$ cat src/rtl/key_event_conditioner.sv
// Push-button conditioner: per-key synchronizer, ms-tick debounce, press/release
// pulses, long-press detection and auto-repeat for the clock's set keys.
package key_event_pkg;
  typedef struct packed {
    logic press;
    logic rel;
    logic rpt;
    logic level;
    logic held;
  } key_evt_t;
endpackage

module key_channel
  import key_event_pkg::*;
#(
  parameter int DEBOUNCE_MS = 20,
  parameter int HOLD_MS     = 600,
  parameter int REPEAT_MS   = 150
) (
  input  logic     gclk,
  input  logic     rst,
  input  logic     tick,
  input  logic     key_n,
  output key_evt_t evt
);
  localparam int CNT_MAX = (DEBOUNCE_MS > HOLD_MS) ?
                           ((DEBOUNCE_MS > REPEAT_MS) ? DEBOUNCE_MS : REPEAT_MS) :
                           ((HOLD_MS > REPEAT_MS) ? HOLD_MS : REPEAT_MS);
  localparam int CNT_W = (CNT_MAX > 1) ? $clog2(CNT_MAX) : 1;
  localparam logic [CNT_W-1:0] DB_LAST   = CNT_W'(DEBOUNCE_MS - 1);
  localparam logic [CNT_W-1:0] HOLD_LAST = CNT_W'(HOLD_MS - 1);
  localparam logic [CNT_W-1:0] REP_LAST  = CNT_W'((REPEAT_MS > 0) ? REPEAT_MS - 1 : 0);
  localparam bit               REP_EN    = (REPEAT_MS > 0);

  typedef enum logic [2:0] {
    IDLE, DB_PRESS, PRESSED, HELD, DB_RELEASE
  } state_t;

  state_t           state;
  logic [CNT_W-1:0] cnt;
  logic [1:0]       sync_q;
  logic             ks;

  // ks is the second synchronizer stage; raw key_n never reaches the FSM
  assign ks = sync_q[1];

  always_ff @(posedge gclk or posedge rst) begin
    if (rst) begin
      sync_q <= 2'b11;
      state  <= IDLE;
      cnt    <= '0;
      evt    <= '0;
    end else begin
      sync_q    <= {sync_q[0], key_n};
      evt.press <= 1'b0;
      evt.rel   <= 1'b0;
      evt.rpt   <= 1'b0;
      case (state)
        IDLE: begin
          if (!ks) begin
            state <= DB_PRESS;
            cnt   <= '0;
          end
        end
        DB_PRESS: begin
          if (ks) begin
            state <= IDLE;
          end else if (tick) begin
            if (cnt == DB_LAST) begin
              state     <= PRESSED;
              cnt       <= '0;
              evt.press <= 1'b1;
              evt.level <= 1'b1;
            end else begin
              cnt <= cnt + 1'b1;
            end
          end
        end
        PRESSED: begin
          if (ks) begin
            state <= DB_RELEASE;
            cnt   <= '0;
          end else if (tick) begin
            if (cnt == HOLD_LAST) begin
              state    <= HELD;
              cnt      <= '0;
              evt.held <= 1'b1;
              evt.rpt  <= 1'b1;
            end else begin
              cnt <= cnt + 1'b1;
            end
          end
        end
        HELD: begin
          if (ks) begin
            state <= DB_RELEASE;
            cnt   <= '0;
          end else if (REP_EN && tick) begin
            if (cnt == REP_LAST) begin
              cnt     <= '0;
              evt.rpt <= 1'b1;
            end else begin
              cnt <= cnt + 1'b1;
            end
          end
        end
        DB_RELEASE: begin
          // a short high glitch returns to the pressed side with a fresh timer
          if (!ks) begin
            state <= evt.held ? HELD : PRESSED;
            cnt   <= '0;
          end else if (tick) begin
            if (cnt == DB_LAST) begin
              state     <= IDLE;
              cnt       <= '0;
              evt.rel   <= 1'b1;
              evt.level <= 1'b0;
              evt.held  <= 1'b0;
            end else begin
              cnt <= cnt + 1'b1;
            end
          end
        end
        default: begin
          state <= IDLE;
          cnt   <= '0;
        end
      endcase
    end
  end
endmodule

module key_event_conditioner
  import key_event_pkg::*;
#(
  parameter int NUM_KEYS    = 4,
  parameter int TICK_DIV    = 50000,
  parameter int DEBOUNCE_MS = 20,
  parameter int HOLD_MS     = 600,
  parameter int REPEAT_MS   = 150
) (
  input  logic                CLOCK_50,
  input  logic                RESET,
  input  logic [NUM_KEYS-1:0] KEY,
  output logic [NUM_KEYS-1:0] press_pulse,
  output logic [NUM_KEYS-1:0] release_pulse,
  output logic [NUM_KEYS-1:0] repeat_pulse,
  output logic [NUM_KEYS-1:0] key_level,
  output logic [NUM_KEYS-1:0] held
);
  localparam int TW = (TICK_DIV > 1) ? $clog2(TICK_DIV) : 1;
  localparam logic [TW-1:0] TICK_LAST = TW'(TICK_DIV - 1);

  logic [TW-1:0] tick_cnt;
  logic          tick;
  key_evt_t [NUM_KEYS-1:0] evt;

  // free-running 1 ms timebase shared by all channels
  assign tick = (tick_cnt == TICK_LAST);

  always_ff @(posedge CLOCK_50 or posedge RESET) begin
    if (RESET) tick_cnt <= '0;
    else if (tick) tick_cnt <= '0;
    else tick_cnt <= tick_cnt + 1'b1;
  end

  for (genvar g = 0; g < NUM_KEYS; g++) begin : g_key
    key_channel #(
      .DEBOUNCE_MS(DEBOUNCE_MS),
      .HOLD_MS    (HOLD_MS),
      .REPEAT_MS  (REPEAT_MS)
    ) u_ch (
      .gclk (CLOCK_50),
      .rst  (RESET),
      .tick (tick),
      .key_n(KEY[g]),
      .evt  (evt[g])
    );
    assign press_pulse[g]   = evt[g].press;
    assign release_pulse[g] = evt[g].rel;
    assign repeat_pulse[g]  = evt[g].rpt;
    assign key_level[g]     = evt[g].level;
    assign held[g]          = evt[g].held;
  end
endmodule

$ cat config.mk
export PLATFORM = sky130hd
export DESIGN_NAME = key_event_conditioner
export DESIGN_NICKNAME = d
export VERILOG_FILES = /design/src/rtl/key_event_conditioner.sv
export SDC_FILE = /design/constraint.sdc
export NUM_CORES = 1
export LEC_CHECK = 0
export CORE_MARGIN = 4
export CORE_UTILIZATION = 55
export DETAILED_ROUTE_END_ITERATION = 12
export GPL_ROUTABILITY_DRIVEN = 0
export PLACE_DENSITY = 0.76
export REMOVE_ABC_BUFFERS = 1
export SLEW_MARGIN = 20
export SYNTH_ARGS = -nofsm -noshare
export SYNTH_HDL_FRONTEND = slang
export SYNTH_SLANG_ARGS = --single-unit
export TNS_END_PERCENT = 30
$ cat constraint.sdc
create_clock -name CLOCK_50 -period 3.57 [get_ports CLOCK_50]
set_clock_uncertainty 0.05 [all_clocks]
set_input_delay 0.714 -clock CLOCK_50 [delete_from_list [all_inputs] [get_ports CLOCK_50]]
set_output_delay 0.714 -clock CLOCK_50 [all_outputs]
set_load 0.02 [all_outputs]
==> results of run 1 <==
## through the flow
stage / hold WS (ns) / setup slack (ns) / cells / cell area [µm²]
after CTS: 0.311 / 0.783 / 741 / 5860
final: 0.310 / 0.903 / 741 / 5870
after global placement: 0.297 / 1.02 / 725 / 5680
after floorplan: 0.295 / 0.314 / 565 / 5210
after global routing: 0.314 / 0.699 / 741 / 5870
after detailed placement: 0.299 / 0.822 / 725 / 5680
## cells by family after synthesis
logic type	synth area share, %
DFF	45.3
muxes	0.988
AOI/OAI and AO/OA	19.1
xor gates and xnor gates	2.80
and+or+nand+nor	26.4
buffers and inverters	3.29
adders and majority gates	2.12
## where the power goes
part / switching (mW) / internal [mW]
clock network: 0.373 / 0.274
logic: 0.262 / 0.195
registers: 0.0803 / 1.12
## state kept, by name, indices dropped and copies added (netlist names)
signal / cells
g_key.u_ch.cnt: 40
g_key.u_ch.evt: 20
g_key.u_ch.state: 12
g_key.u_ch.sync_q: 8
tick_cnt: 16
## cell type report
class	instances	area [µm²]	share of cell area [%]
sequential	96	2410	41.1
tap	129	161	2.75
timing repair buffer	31	308	5.25
inverter	18	70.1	1.19
multi-input combinational	451	2740	46.7
clock buffer	12	145	2.47
clock inverter	4	31.3	0.533
## cells in the final DEF (no fill, tap or decap), drive strengths merged, types with 15 or more instances in the layout
master | netlist | routed
nand3 | 24 | 24
dfrtp | 88 | 88
o22a | 15 | 15
a21oi | 54 | 54
nor3 | 20 | 20
nand2b | 17 | 17
nor2 | 67 | 67
o21ai | 27 | 27
nand2 | 49 | 49
inv | 18 | 18
clkdlybuf4s50 | 0 | 25
## how the worst max path moves through the flow
stage / depth (start not counted) / slack [ns] / end
after floorplan: 1 / 0.31 / g_key[0].u_ch.cnt[0]
after global placement: 8 / 1.02 / g_key[2].u_ch.cnt[3]
after detailed placement: 8 / 0.82 / g_key[2].u_ch.cnt[9]
after CTS: 8 / 0.78 / g_key[2].u_ch.cnt[9]
after global routing: 8 / 0.70 / g_key[3].u_ch.cnt[9]
final: 7 / 0.90 / g_key[0].u_ch.cnt[2]
## metal layers
layer	vias up	track usage (%)
li1	2163	-
met1	2150	28.6
met2	119	33.4
met3	13	4.07
met4	0	6.20
met5	-	0
==> summary.md, run 1 <==
| Metric | Value |
|---|---|
| Crit-path max cell delay | `0.59 ns` |
| Port buffer count | `25` |
| Critical Path AT | `2.88 ns` |
| N_diodes | `0` |
| Fin crit period | `2.67 ns` |
| Min-delay src | `g_key[0].u_ch.sync_q[0]` |
| Worst setup path category | `reg2reg` |
| Worst endpoint required time | `3.78 ns` |
| First-pass GRT wire length | `19.5 mm` |
| RSZ-0062 raised after global routing | `no` |
| Number of H-tree levels | `3` |
| CP Launch Type | `register` |
| Initial antenna violation count | `0` |
| Final HPWL DP | `7.84 mm` |
| Fin crit share | `74.7%` |
| Reg2reg start | `tick_cnt[0]` |
| Reg2reg setup slack | `0.90 ns` |
| Top cells by area, synth | `dfrtp_1 (41%), a21oi_1 (5.1%), nor2_1 (4.7%)` |
| Worst min path class | `reg2reg` |
| GRT Overall Usage | `20.8%` |
| Die area | `0.0113 mm²` |
| EDFF count, synth | `0` |
| Num CTS Buffers | `9` |
| Metal2 WL | `5.31 mm` |
| Clock root cell | `clkbuf_8` |
| Final core occ | `62.9%` |
| CP bufs+invs | `0` |
| Sink Count | `96` |
| Clock buffer depth | `2` |
| Hold Path End | `g_key[0].u_ch.sync_q[1]` |
| Status | `finished, final reports clean` |
| Sequential-to-total area share from yosys stat | `45.3%` |
| Synth-to-Final Area Change | `10.3%` |
| R2R Path End | `g_key[0].u_ch.cnt[2]` |
| Nets | `622` |
| Synth area leader | `dfrtp_1` |
| Metal3 WL | `485 µm` |
| WHS Path Cells | `0` |
| Peak VDD IR | `305 µV` |
| Hold violation count in the final report | `0` |
| Drt initial violations | `233` |
| R2R depth | `7` |
| Critical Path End Type | `register` |
| Std-Cell Rows | `35` |
| Static leakage | `2.47 nW` |
| Top FF cell, synth | `dfrtp_1` |
| Post-cts resize count | `0` |
| Skew-Pair Late Insertion Delay | `0.37 ns` |
| Final Slew Violations | `0` |
| Seq cells post-synth | `96` |
| DRT Wirelength | `11.1 mm` |
| Die Y-Extent | `106 µm` |
| CP max FO | `13` |
| Synthesized cell area | `0.00532 mm²` |
| Crit. Startpoint | `tick_cnt[0]` |
| PD cells | `393 mW/mm²` |
| Number of fill cells in the layout | `765` |
| Netlist cell types | `61` |
| # IOs | `26` |
| Share of cells above drive strength 1 | `7.35%` |
| Synthesized area per cell | `9.00 µm²` |
| Asr flop ratio synth | `100%` |
| Post-synthesis cell count | `591` |
| Number of max-cap violations | `0` |
| Yosys top cell area share | `41.4%` |
| Top delay family on crit path | `simple AND/OR/NAND/NOR gates` |
| Core Region | `0.00933 mm²` |
| 1st-pass router iterations | `5` |
| Drt via density | `6.00` |
| Setup TNS | `0 ns` |
| Slew HR | `48.5%` |
| Warning count from the yosys run | `0` |
| Initial Util | `57.0%` |
| Post-CTS setup buffers | `0` |
| Commonest cells in the netlist | `dfrtp_1 (88), nor2_1 (67), a21oi_1 (54)` |
| Crit path cell chain | `ha_1 -> nand3_1 -> and4b_1 -> nand2_1 -> a21oi_1 -> nor2_1 -> o21ba_2` |
| Post-DRT Antenna Nets | `0` |
| Via Count | `4445` |
| Reg clk slew, reported paths | `0.09 ns` |
| Final Total Pwr | `2.31 mW` |
| DRC | `0` |
| Die X | `106 µm` |
| Post-Route M1 WL | `5.16 mm` |
| Vias in the first global route | `4265` |
| Worst Tran Pin Value | `0.768 ns` |
| Fmax | `375 MHz` |
| CTS tree | `yes` |
| Gr ovfl total | `0` |
| Final setup viols | `0` |
| CTS Hold Bufs | `0` |
| Routed length per instance | `15.0 µm` |
| Largest net degree at the start of global routing | `45` |
| Top routing layer used | `met4` |
| Slowest cell on crit path | `and4b_1` |
| Dominant cell by count in the synthesized netlist | `dfrtp_1` |
Note: power is estimated with default switching activity, not from simulation.
==> run 2: changes to the inputs <==
clock period = 2.6 ns   (was 3.57 ns; I/O delays follow)
==> run 2 against run 1 <==
Effect of this change:
- global-route usage up 0.42 points
- critical path type unchanged
- first-iteration DRC count up 5.6%
- die area unchanged
==> summary.md, run 2 (synthesized netlist as in run 1, its figures left out) <==
| Metric | Value |
|---|---|
| Core Region | `0.00933 mm²` |
| Sink Count | `96` |
| Top routing layer used | `met4` |
| 1st-pass router iterations | `6` |
| CTS tree | `yes` |
| DRT Wirelength | `11.2 mm` |
| Slew HR | `48.0%` |
| Switching share of total power | `30.4%` |
| Hold violation count in the final report | `0` |
| Worst setup path category | `reg2reg` |
| Fmax | `409 MHz` |
| Clock root cell | `clkbuf_8` |
| Die area | `0.0113 mm²` |
| CP max FO | `6` |
| Pint | `2.26 mW` |
| Worst Tran Pin Value | `0.776 ns` |
| Vias in the first global route | `4348` |
| Synth-to-Final Area Change | `11.8%` |
| Critical Path AT | `2.66 ns` |
| Status | `finished, final reports clean` |
| Std-Cell Rows | `35` |
| Drt via density | `5.99` |
| Biggest register | `g_key.u_ch.cnt` |
| Commonest non-fill, non-tap cell in the layout | `dfrtp_1` |
| Setup TNS | `0 ns` |
| Seq pwr share | `50.4%` |
| Port buffer count | `25` |
| Share of cells above drive strength 1 | `9.18%` |
| Storage cell area | `0.00241 mm²` |
| Skew-Pair Late Insertion Delay | `0.36 ns` |
| Fin crit share | `94.1%` |
| Gr ovfl total | `0` |
| PD cells | `546 mW/mm²` |
| N_diodes | `0` |
| Fin crit period | `2.45 ns` |
| Dpl cell area | `0.00575 mm²` |
| Post-DRT Antenna Nets | `0` |
| Post-CTS setup buffers | `0` |
| Nets | `631` |
| Number of fill cells in the layout | `753` |
| Clk pwr share | `29.4%` |
| Final setup viols | `0` |
| Peak VDD IR | `355 µV` |
| DRC | `0` |
| Metal2 WL | `5.37 mm` |
| Die Y-Extent | `106 µm` |
| R2R Path End | `g_key[1].u_ch.cnt[9]` |
| Num CTS Buffers | `9` |
| Most frequent cells in the layout | `dfrtp_1 (88), nor2_1 (67), a21oi_1 (53)` |
| Metal3 WL | `582 µm` |
| Post-Route M1 WL | `5.09 mm` |
| Worst endpoint required time | `2.81 ns` |
| Layout Cells excl Fill | `750` |
| Initial Util | `57.0%` |
| Drt initial violations | `246` |
| Comb power frac | `20.2%` |
| Number of H-tree levels | `3` |
| Critical Path End Type | `register` |
| P_sw | `0.988 mW` |
| Final Slew Violations | `0` |
| Number of max-cap violations | `0` |
| First-pass GRT wire length | `19.9 mm` |
| Area taken by multi-input logic gates | `0.00274 mm²` |
| Clock buffer depth | `2` |
| Static leakage | `2.52 nW` |
| Final HPWL DP | `7.71 mm` |
| Max reg flops | `40` |
| Initial antenna violation count | `0` |
| Final Total Pwr | `3.25 mW` |
| Final core occ | `63.8%` |
| Design area | `0.00595 mm²` |
| Largest net degree at the start of global routing | `36` |
| GRT Overall Usage | `21.2%` |
| CP Capture Point | `g_key[1].u_ch.cnt[9]` |
| R2R depth | `6` |
| Placed insts | `734` |
| # IOs | `26` |
| Worst min path class | `reg2reg` |
| Die X | `106 µm` |
| Reg2reg start | `g_key[1].u_ch.cnt[6]` |
| Regs by FF count | `g_key.u_ch.cnt (40), g_key.u_ch.evt (20), tick_cnt (16)` |
| Via Count | `4496` |
| Reg clk slew, reported paths | `0.09 ns` |
| CP Launch Type | `register` |
| Reg2reg setup slack | `0.15 ns` |
| Routed length per instance | `14.9 µm` |
| Crit. Startpoint | `g_key[1].u_ch.cnt[6]` |
==> run 2: worst min path at each step <==
stage / cells after the start / end / from
after floorplan: 0 / g_key[0].u_ch.sync_q[1] / g_key[0].u_ch.sync_q[0]
after detailed placement: 0 / g_key[3].u_ch.sync_q[1] / g_key[3].u_ch.sync_q[0]
final: 0 / g_key[3].u_ch.sync_q[1] / g_key[3].u_ch.sync_q[0]
after global routing: 0 / g_key[0].u_ch.sync_q[1] / g_key[0].u_ch.sync_q[0]
after CTS: 0 / g_key[3].u_ch.sync_q[1] / g_key[3].u_ch.sync_q[0]
after global placement: 0 / g_key[3].u_ch.sync_q[1] / g_key[3].u_ch.sync_q[0]
==> run 2: final cells by class <==
| cell class | count | area share (%) |
|---|---|---|
| Multi-Input combinational cell | 451 | 46.1 |
| Timing Repair Buffer | 40 | 6.31 |
| Inverter | 18 | 1.18 |
| Clock inverter | 6 | 1.01 |
| Tap cell | 129 | 2.71 |
| Clock buffer | 10 | 2.15 |
| Sequential cell | 96 | 40.5 |
==> run 2: repair_timing <==
item / CTS / global route
endpoints found under the setup margin: 0 / 10
hold buffers: 0 / 0
gates resized for setup: 0 / 2
==> run 2: power by group through the flow <==
stage	Clock (mW)	Combinational, mW	Sequential, mW
after floorplan	0	0.489	1.64
after global placement	0	0.626	1.66
after detailed placement	0	0.642	1.66
after CTS	0.983	0.649	1.63
after global routing	1.05	0.731	1.65
final	0.956	0.656	1.64
==> run 2: per-layer routing <==
metal  GRT usage (%)  vias up
met5               0        -
li1                -     2183
met4            5.46        0
met3            5.04       13
met2            34.3      138
met1            28.8     2162
==> run 2: through the flow <==
| step | worst slack, ns | hold WS [ns] |
|---|---|---|
| finish | 0.153 | 0.310 |
| global route | -0.00726 | 0.304 |
| CTS | 0.0591 | 0.312 |
| detailed placement | 0.0640 | 0.299 |
| global placement | 0.168 | 0.297 |
| floorplan | -0.462 | 0.295 |
==> run 2: worst max-delay path, cell delays in order, from the launching register on <==
cell	delay, ns
dfrtp_1	0.43
or3_1	0.40
or3b_4	0.41
or3_1	0.48
a22oi_4	0.26
a41oi_1	0.08
o22a_1	0.22
==> run 3: changes to the inputs <==
SLEW_MARGIN = not set   (was 20)
==> run 3 against run 2 <==
Effect of this change:
- wire length up 0.31%
- non-clock buffer count stayed put
- via count is 0.18% lower
- global-route usage unchanged
- final cell count stayed put
- sequential power is essentially flat
- clock power is essentially flat
- critical path type unchanged
- maximum frequency shrank 0.24%
==> summary.md, run 3 (synthesized netlist as in run 1, its figures left out) <==
| Metric | Value |
|---|---|
| Status | `finished, final reports clean` |
| Regs by FF count | `g_key.u_ch.cnt (40), g_key.u_ch.evt (20), tick_cnt (16)` |
| Gr ovfl total | `0` |
| Num CTS Buffers | `9` |
| Number of max-cap violations | `0` |
| Critical Path End Type | `register` |
| Via Count | `4488` |
| Reg clk slew, reported paths | `0.09 ns` |
| Worst endpoint required time | `2.81 ns` |
| Sink Count | `96` |
| Biggest register | `g_key.u_ch.cnt` |
| Min Hold Slack | `0.309 ns` |
| Static leakage | `2.52 nW` |
| Std-Cell Rows | `35` |
| CP max FO | `6` |
| Nets | `631` |
| DRT Wirelength | `11.2 mm` |
| Die Y-Extent | `106 µm` |
| Clock buffer depth | `2` |
| CTS Hold Bufs | `0` |
| Setup TNS | `0 ns` |
| PD cells | `546 mW/mm²` |
| Hold violation count in the final report | `0` |
| Number of H-tree levels | `3` |
| Fin crit period | `2.45 ns` |
| 1st-pass router iterations | `7` |
| Critical Path AT | `2.66 ns` |
| Synth-to-Final Area Change | `11.8%` |
| Vias in the first global route | `4348` |
| Port buffer count | `25` |
| Final Slew Violations | `0` |
| Drt initial violations | `244` |
| Final setup viols | `0` |
| Commonest non-fill, non-tap cell in the layout | `dfrtp_1` |
| DRC | `0` |
| CP Launch Type | `register` |
| Routed length per instance | `14.9 µm` |
| Most frequent cells in the layout | `dfrtp_1 (88), nor2_1 (67), a21oi_1 (53)` |
| Layout Cells excl Fill | `750` |
| Fmax | `408 MHz` |
| # IOs | `26` |
| Skew-Pair Late Insertion Delay | `0.36 ns` |
| Die X | `106 µm` |
| Largest net degree at the start of global routing | `36` |
| Core Region | `0.00933 mm²` |
| Worst setup path category | `reg2reg` |
| Die area | `0.0113 mm²` |
| Fin crit share | `94.3%` |
| Post-DRT Antenna Nets | `0` |
| CTS tree | `yes` |
| Final HPWL DP | `7.71 mm` |
| Worst Tran Pin Value | `0.791 ns` |
| First-pass GRT wire length | `19.9 mm` |
| N_diodes | `0` |
| Clock root cell | `clkbuf_8` |
| Drt via density | `5.98` |
| Peak VDD IR | `355 µV` |
| Final core occ | `63.8%` |
| Share of cells above drive strength 1 | `9.18%` |
| Placed insts | `734` |
| Initial antenna violation count | `0` |
| Initial Util | `57.0%` |
| Slew HR | `46.9%` |
| GRT Overall Usage | `21.2%` |
| Max reg flops | `40` |
| Reg2reg setup slack | `0.15 ns` |
| Worst min path class | `reg2reg` |
==> run 3: cell counts in the layout (fill, tap and decap cells not counted) <==
No cell type changed its count.
==> run 3: metal layers <==
| metal | vias up | share of wire [%] | track usage, % |
|---|---|---|---|
| li1 | 2179 | - | - |
| met1 | 2154 | 46 | 28.8 |
| met2 | 144 | 48 | 34.3 |
| met3 | 11 | 5.3 | 5.04 |
| met4 | 0 | 0.95 | 5.46 |
| met5 | - | 0 | 0 |
==> run 3: cell type report <==
class                      count  area, µm²
tap                          129        161
inverter                      18       70.1
multi-input combinational    451       2740
timing repair buffer          40        375
clock buffer                  10        128
sequential                    96       2410
fill                         753       3380
clock inverter                 6       60.1
==> run 3: worst max-delay path, cell delays in order (launching register included) <==
cell	delay, ns
dfrtp_1	0.43
or3_1	0.40
or3b_4	0.41
or3_1	0.49
a22oi_4	0.26
a41oi_1	0.08
o22a_1	0.22
==> run 3: path summary, 6_finish.rpt <==
path	cells after the start	to	from
min reg2reg	0	g_key[0].u_ch.sync_q[1]	g_key[0].u_ch.sync_q[0]
max	6	g_key[1].u_ch.cnt[9]	g_key[1].u_ch.cnt[6]
max reg2reg	6	g_key[1].u_ch.cnt[9]	g_key[1].u_ch.cnt[6]
max in group asynchronous	3	tick_cnt[6]	RESET
min	0	g_key[0].u_ch.sync_q[1]	g_key[0].u_ch.sync_q[0]
min in group asynchronous	2	g_key[3].u_ch.evt[0]	RESET
==> run 3: repair_timing <==
action | in CTS | in global routing
resized for setup | 0 | 3
setup buffers | 0 | 0
endpoints found under the setup margin | 0 | 20
hold endpoints to repair | 0 | 0
==> run 3: per-stage QoR <==
stage               worst slack (ns)  instance area, µm²  power [mW]
finish                         0.148                5950        3.25
CTS                           0.0591                5940        3.27
floorplan                     -0.462                5210        2.13
detailed placement            0.0640                5750        2.30
global placement               0.168                5750        2.28
global route                -0.00726                5950        3.43
==> run 3: power breakdown <==
| part | internal [mW] | switching [mW] |
|---|---|---|
| Clock | 0.440 | 0.515 |
| Combinational | 0.280 | 0.376 |
| Sequential | 1.54 | 0.0969 |
| Total | 2.26 | 0.988 |
